**src/rtl/xor_memory_port_scheduler_if.sv**
```systemverilog
// Requester-side and memory-side signal bundle of the XOR memory port scheduler.
// The scheduler connects through the slave modport.
interface xor_memory_port_scheduler_if #(
    parameter int WIDTH = 8,
    parameter int DEPTH = 256,
    parameter int PORTS = 2,
    parameter int REQS  = 4
);
    localparam int AW = $clog2(DEPTH);

    logic [REQS-1:0]             req_valid;
    logic [REQS-1:0]             req_we;
    logic [REQS-1:0][AW-1:0]     req_addr;
    logic [REQS-1:0][WIDTH-1:0]  req_wdata;
    logic [REQS-1:0]             req_ready;
    logic [REQS-1:0]             rsp_valid;
    logic [REQS-1:0][WIDTH-1:0]  rsp_data;
    logic [PORTS-1:0][AW-1:0]    mem_addr;
    logic [PORTS-1:0][WIDTH-1:0] mem_d;
    logic [PORTS-1:0]            mem_en;
    logic [PORTS-1:0][WIDTH-1:0] mem_q;

    modport master (
        output req_valid, req_we, req_addr, req_wdata, mem_q,
        input  req_ready, rsp_valid, rsp_data, mem_addr, mem_d, mem_en
    );
    modport slave (
        input  req_valid, req_we, req_addr, req_wdata, mem_q,
        output req_ready, rsp_valid, rsp_data, mem_addr, mem_d, mem_en
    );
endinterface

```
**src/rtl/xor_memory_port_scheduler.sv**
```systemverilog
// Round-robin scheduler sharing PORTS XOR-memory ports among REQS requesters,
// with same-address hazard skipping, read-data return and zero-fill after reset or clear.
module xor_memory_port_scheduler #(
    parameter int WIDTH       = 8,
    parameter int DEPTH       = 256,
    parameter int PORTS       = 2,
    parameter int REQS        = 4,
    parameter int MEM_LATENCY = 1
) (
    input  logic                        clk,
    input  logic                        rst_n,
    input  logic                        clear,
    output logic                        init_done,
    xor_memory_port_scheduler_if.slave  bus
);
    localparam int AW         = $clog2(DEPTH);
    localparam int IW         = (REQS > 1) ? $clog2(REQS) : 1;
    localparam int FILL_WORDS = DEPTH / PORTS;
    localparam int FW         = (FILL_WORDS > 1) ? $clog2(FILL_WORDS) : 1;

    typedef enum logic [1:0] {INIT, RUN, DRAIN} state_t;

    state_t                                   state;
    logic [FW-1:0]                            fill_cnt;
    logic [IW-1:0]                            rr_ptr;
    logic [MEM_LATENCY-1:0][PORTS-1:0]        tag_vld;
    logic [MEM_LATENCY-1:0][PORTS-1:0][IW-1:0] tag_idx;

    logic [REQS-1:0]           grant;
    logic [PORTS-1:0]          port_used;
    logic [PORTS-1:0][IW-1:0]  port_req;
    logic [PORTS-1:0]          port_rd;
    logic [IW-1:0]             last_grant;
    logic                      any_grant;

    // Arbitration: one pass from the RR pointer, skipping candidates that collide
    // with an already-granted address when either side writes.
    always_comb begin
        int            n;
        logic [IW-1:0] idx;
        logic          hazard;
        grant      = '0;
        port_used  = '0;
        port_req   = '0;
        port_rd    = '0;
        last_grant = rr_ptr;
        any_grant  = 1'b0;
        n          = 0;
        idx        = '0;
        hazard     = 1'b0;
        if (rst_n && state == RUN && !clear) begin
            for (int j = 0; j < REQS; j++) begin
                idx    = IW'((int'(rr_ptr) + j) % REQS);
                hazard = 1'b0;
                for (int k = 0; k < REQS; k++) begin
                    if (grant[k] && bus.req_addr[k] == bus.req_addr[idx] &&
                        (bus.req_we[k] || bus.req_we[idx]))
                        hazard = 1'b1;
                end
                if (bus.req_valid[idx] && !hazard && n < PORTS) begin
                    grant[idx]   = 1'b1;
                    port_used[n] = 1'b1;
                    port_req[n]  = idx;
                    port_rd[n]   = !bus.req_we[idx];
                    last_grant   = idx;
                    any_grant    = 1'b1;
                    n            = n + 1;
                end
            end
        end
    end

    assign bus.req_ready = grant;

    always_comb begin
        bus.mem_en   = '0;
        bus.mem_addr = '0;
        bus.mem_d    = '0;
        if (rst_n) begin
            for (int p = 0; p < PORTS; p++) begin
                if (state == INIT) begin
                    bus.mem_en[p]   = 1'b1;
                    bus.mem_addr[p] = AW'(fill_cnt) * AW'(PORTS) + AW'(p);
                    bus.mem_d[p]    = {WIDTH{1'b0}};
                end else if (port_used[p]) begin
                    bus.mem_en[p]   = !port_rd[p];
                    bus.mem_addr[p] = bus.req_addr[port_req[p]];
                    bus.mem_d[p]    = port_rd[p] ? {WIDTH{1'b0}} : bus.req_wdata[port_req[p]];
                end
            end
        end
    end

    always_ff @(posedge clk) begin
        if (!rst_n) begin
            state     <= INIT;
            fill_cnt  <= '0;
            rr_ptr    <= '0;
            init_done <= 1'b0;
            tag_vld   <= '0;
        end else begin
            case (state)
                INIT: begin
                    if (fill_cnt == FW'(FILL_WORDS - 1)) begin
                        state     <= RUN;
                        init_done <= 1'b1;
                        fill_cnt  <= '0;
                    end else begin
                        fill_cnt <= fill_cnt + FW'(1);
                    end
                end
                RUN: begin
                    if (clear) begin
                        state     <= DRAIN;
                        init_done <= 1'b0;
                    end
                    if (any_grant)
                        rr_ptr <= (last_grant == IW'(REQS - 1)) ? '0 : last_grant + IW'(1);
                end
                DRAIN: begin
                    if (!(|tag_vld))
                        state <= INIT;
                end
                default: state <= INIT;
            endcase
            // Read-tag pipeline, one stage per cycle of memory latency
            tag_vld[0] <= port_used & port_rd;
            for (int s = 1; s < MEM_LATENCY; s++)
                tag_vld[s] <= tag_vld[s-1];
        end
    end

    always_ff @(posedge clk) begin
        tag_idx[0] <= port_req;
        for (int s = 1; s < MEM_LATENCY; s++)
            tag_idx[s] <= tag_idx[s-1];
    end

    // Response stage: the emerging tag routes its port's mem_q back to the requester
    always_ff @(posedge clk) begin
        if (!rst_n) begin
            bus.rsp_valid <= '0;
            bus.rsp_data  <= '0;
        end else begin
            bus.rsp_valid <= '0;
            for (int p = 0; p < PORTS; p++) begin
                if (tag_vld[MEM_LATENCY-1][p]) begin
                    bus.rsp_valid[tag_idx[MEM_LATENCY-1][p]] <= 1'b1;
                    bus.rsp_data[tag_idx[MEM_LATENCY-1][p]]  <= bus.mem_q[p];
                end
            end
        end
    end
endmodule
```
**src/flat_wrapper.sv**
```systemverilog
// flat-port wrapper written by rule: the top's interface ports become plain ports
module xor_memory_port_scheduler_flat 
#(
    parameter int WIDTH       = 8,
    parameter int DEPTH       = 256,
    parameter int PORTS       = 2,
    parameter int REQS        = 4,
    parameter int MEM_LATENCY = 1
)
  (clk, rst_n, clear, init_done, bus_req_valid, bus_req_we, bus_req_addr, bus_req_wdata, bus_mem_q, bus_req_ready, bus_rsp_valid, bus_rsp_data, bus_mem_addr, bus_mem_d, bus_mem_en);
  xor_memory_port_scheduler_if #(.WIDTH(WIDTH), .DEPTH(DEPTH), .PORTS(PORTS), .REQS(REQS)) bus_i ();
  input  logic clk;
  input  logic rst_n;
  input  logic clear;
  output logic init_done;
  input wire logic [$bits(bus_i.req_valid)-1:0] bus_req_valid;
  input wire logic [$bits(bus_i.req_we)-1:0] bus_req_we;
  input wire logic [$bits(bus_i.req_addr)-1:0] bus_req_addr;
  input wire logic [$bits(bus_i.req_wdata)-1:0] bus_req_wdata;
  input wire logic [$bits(bus_i.mem_q)-1:0] bus_mem_q;
  output wire logic [$bits(bus_i.req_ready)-1:0] bus_req_ready;
  output wire logic [$bits(bus_i.rsp_valid)-1:0] bus_rsp_valid;
  output wire logic [$bits(bus_i.rsp_data)-1:0] bus_rsp_data;
  output wire logic [$bits(bus_i.mem_addr)-1:0] bus_mem_addr;
  output wire logic [$bits(bus_i.mem_d)-1:0] bus_mem_d;
  output wire logic [$bits(bus_i.mem_en)-1:0] bus_mem_en;
  assign bus_i.req_valid = bus_req_valid;
  assign bus_i.req_we = bus_req_we;
  assign bus_i.req_addr = bus_req_addr;
  assign bus_i.req_wdata = bus_req_wdata;
  assign bus_i.mem_q = bus_mem_q;
  assign bus_req_ready = bus_i.req_ready;
  assign bus_rsp_valid = bus_i.rsp_valid;
  assign bus_rsp_data = bus_i.rsp_data;
  assign bus_mem_addr = bus_i.mem_addr;
  assign bus_mem_d = bus_i.mem_d;
  assign bus_mem_en = bus_i.mem_en;
  xor_memory_port_scheduler #(.WIDTH(WIDTH), .DEPTH(DEPTH), .PORTS(PORTS), .REQS(REQS), .MEM_LATENCY(MEM_LATENCY)) u_core (.clk(clk), .rst_n(rst_n), .clear(clear), .init_done(init_done), .bus(bus_i));
endmodule
```
**config.mk**
```make
export PLATFORM = sky130hd
export DESIGN_NAME = xor_memory_port_scheduler_flat
export DESIGN_NICKNAME = d
export VERILOG_FILES = /design/src/rtl/xor_memory_port_scheduler_if.sv /design/src/rtl/xor_memory_port_scheduler.sv /design/src/flat_wrapper.sv
export SDC_FILE = /design/constraint.sdc
export NUM_CORES = 1
export LEC_CHECK = 0
export ABC_AREA = 1
export CORE_UTILIZATION = 47
export CTS_BUF_LIST = sky130_fd_sc_hd__clkbuf_8
export DETAILED_ROUTE_END_ITERATION = 8
export MAX_ROUTING_LAYER = met4
export PLACE_DENSITY_LB_ADDON = 0.1
export SLEW_MARGIN = 40
export SYNTH_ARGS = -nofsm -noshare
export SYNTH_HDL_FRONTEND = slang
export SYNTH_SLANG_ARGS = --single-unit
```
**constraint.sdc**
```tcl
create_clock -name clk -period 6.11 [get_ports clk]
set_input_delay 0.9165 -clock clk [delete_from_list [all_inputs] [get_ports clk]]
set_output_delay 0.9165 -clock clk [all_outputs]
set_load 0.02 [all_outputs]
```
==> run summary <==
Worst Tran Pin Value: 761.3 ps
Fin. max-slew vios: 0
Core Region: 0.01399 sq mm
Vias: 8,974
Seq/Total Area, Yosys: 15.88%
Fmax: 168.7 MHz
Worst path arrival time: 5010 ps
Total power: 1.016 mW
Rows: 43
Detailed Routing Iterations Pass 1: 5
Top-count cell post-synth: nand2_1
H-tree depth: 2
Max-Cap Viols: 0
Final WS setup: 182.2 ps
Slowest cell on crit path: fa_2
Crit path max fanout: 11
Final period utilization: 97.02%
Via/cell ratio: 5.623
Relative slew slack: 49.19%
DP Worst Slack: -377.2 ps
Pwr per Cell Area: 100.6 mW/mm^2
P_leak: 4.945 nW
Area contributors post-synth: dfxtp_1, nand2_1, nand3_1
# IOs: 166
CP Data Required Time: 5190 ps
Drt initial violations: 836
RSZ-0062 raised after global routing: true
First-pass GRT wire length: 40.52 mm
Register bit total from synthesis: 54
Crit-path max cell delay: 590 ps
Clock Tree Root: clkbuf_8
Ys async rst share: 0%
Syn Inst Count: 1,152
Overflow after GRT: 0
WL/cell: 17.04 um
Area growth syn-to-layout: 48.46%
Outcome: finished clean
Top cell type's share of synthesized area: 15.88%
Syn_nets: 1,256
Cell taking the most area after synthesis: dfxtp_1
Final setup violation count: 0
Sink Count: 54
Clock-pin slew on the worst setup and hold paths: 100 ps
Post-route ant nets: 0
Die Y: 122.3 um
Max clock buf depth: 2
Avg Cell Area, Syn: 5.908 sq um
Antenna fix cells: 0
Unique masters post-synth: 43
Max VDD drop: 150.1 uV
IO Port Bufs: 165
Yosys warns: 0
Cell mode on critical path: nand2_1
Clock Skews: 13.38 ps
Hold Path Class: flip-flop to flip-flop
Synth cell count leaders: nand2_1, nand3_1, inv_1
Die W: 122.3 um
Crit path kind: primary input to primary output
Die ar.: 0.01497 sq mm
Finished Cell Area: 0.01010 sq mm
CP Capture Type: primary output
Initial antenna violation count: 0
CTS tree: built
Flop2flop setup slack: 1830 ps
Fin crit period: 5928 ps
CTS buffer count: 5
Routed wire length: 27.20 mm
Final Hold Vio Count: 0
Initial core utilization: 48.66%
Final HPWL DP: 20.10 mm
Mapped Area: 0.006807 sq mm
Share of layout cells above drive strength 1: 23.38%
Area after DPL: 0.009534 sq mm
Largest net degree at the start of global routing: 65
Hold Buf Count CTS: 0
Prevailing post-synth register cell: dfxtp_1
Placer Congestion: 1.077
Layout Utilization: 72.24%
DR DRC count: 0
Vias in the first global route: 7,938
Skew-Pair Late Insertion Delay: 320 ps
Total GRT Usage: 35.70%
Worst setup SP type: primary input
Post-synth EDFFs: 0
Layout net count: 1,519
Hold WS: 481.8 ps
critical path, delay by kind of cell:
family / cells / cell delay (ps)
buffers and inverters: 8 / 1220
AOI/OAI and AO/OA: 4 / 470
adders and majority gates: 2 / 760
and+or+nand+nor: 17 / 1650
worst paths after layout:
path               startpoint                to  cells after the start
min          u_core.init_done  u_core.init_done                      2
max reg2reg  u_core.rr_ptr[0]  u_core.rr_ptr[1]                     29
min reg2reg  u_core.init_done  u_core.init_done                      2
max          bus_req_addr[28]      bus_mem_d[0]                     31
cell families after synthesis:
family / after synthesis / synth area share, %
buf+inv: 197 / 12.61
simple gates: 545 / 36.86
compound gates: 260 / 21.05
fa+ha+maj: 13 / 2.500
flops: 54 / 15.88
xor+xnor: 60 / 7.721
mux: 23 / 3.382
state kept, by name (all words and copies together) (netlist names):
name	cells
u_core.bus.rsp_data	32
u_core.tag_vld	2
u_core.init_done	1
u_core.state	2
u_core.rr_ptr	2
u_core.bus.rsp_valid	4
u_core.tag_idx	4
u_core.fill_cnt	7
stage by stage:
step	TNS [ps]	instances
after floorplan	0	1152
after global placement	-8788	1575
after detailed placement	-10670	1575
after CTS	0	1587
after global routing	-529.3	1596
final	0	1596
what timing repair did:
item                                    4_1_cts  5_1_grt
buffers inserted                              3        4
pin swaps                                     2       40
resized for setup                            63      188
cloned                                        1        5
endpoints found under the setup margin       34       37
placed cells by master, fill, tap and decap left out, types with 38 or more instances in the layout:
cell	synthesis	routed
nand2_1	269	243
buf_4	8	162
nand3_1	125	117
clkdlybuf4s50_1	0	111
inv_1	109	103
a21oi_1	108	100
o21ai_0	81	78
xor2_1	57	54
dfxtp_1	54	53
nor2_1	53	42
nand2_2	14	38
final cells by class:
type / count / area, sq um
Clock buffer: 5 / 68.82
Clock inverter: 3 / 48.80
Fill cell: 1280 / 3884
Multi-Input combinational cell: 902 / 5213
Inverter: 123 / 469.2
Timing Repair Buffer: 329 / 2998
Tap cell: 180 / 225.2
Sequential cell: 54 / 1082
metal layers:
metal  part of all wire [%]  track usage [%]
met5                      0                -
met4                    3.4            11.43
met3                    8.3            5.623
met2                     46            56.46
met1                     43            46.28
where the power goes:
group / switching [mW] / leakage (nW) / internal (mW)
Sequential: 0.00185 / 0.436 / 0.354
Combinational: 0.228 / 4.45 / 0.180
Clock: 0.129 / 0.0563 / 0.125
No activity file was read; power rests on OpenSTA's default activity.
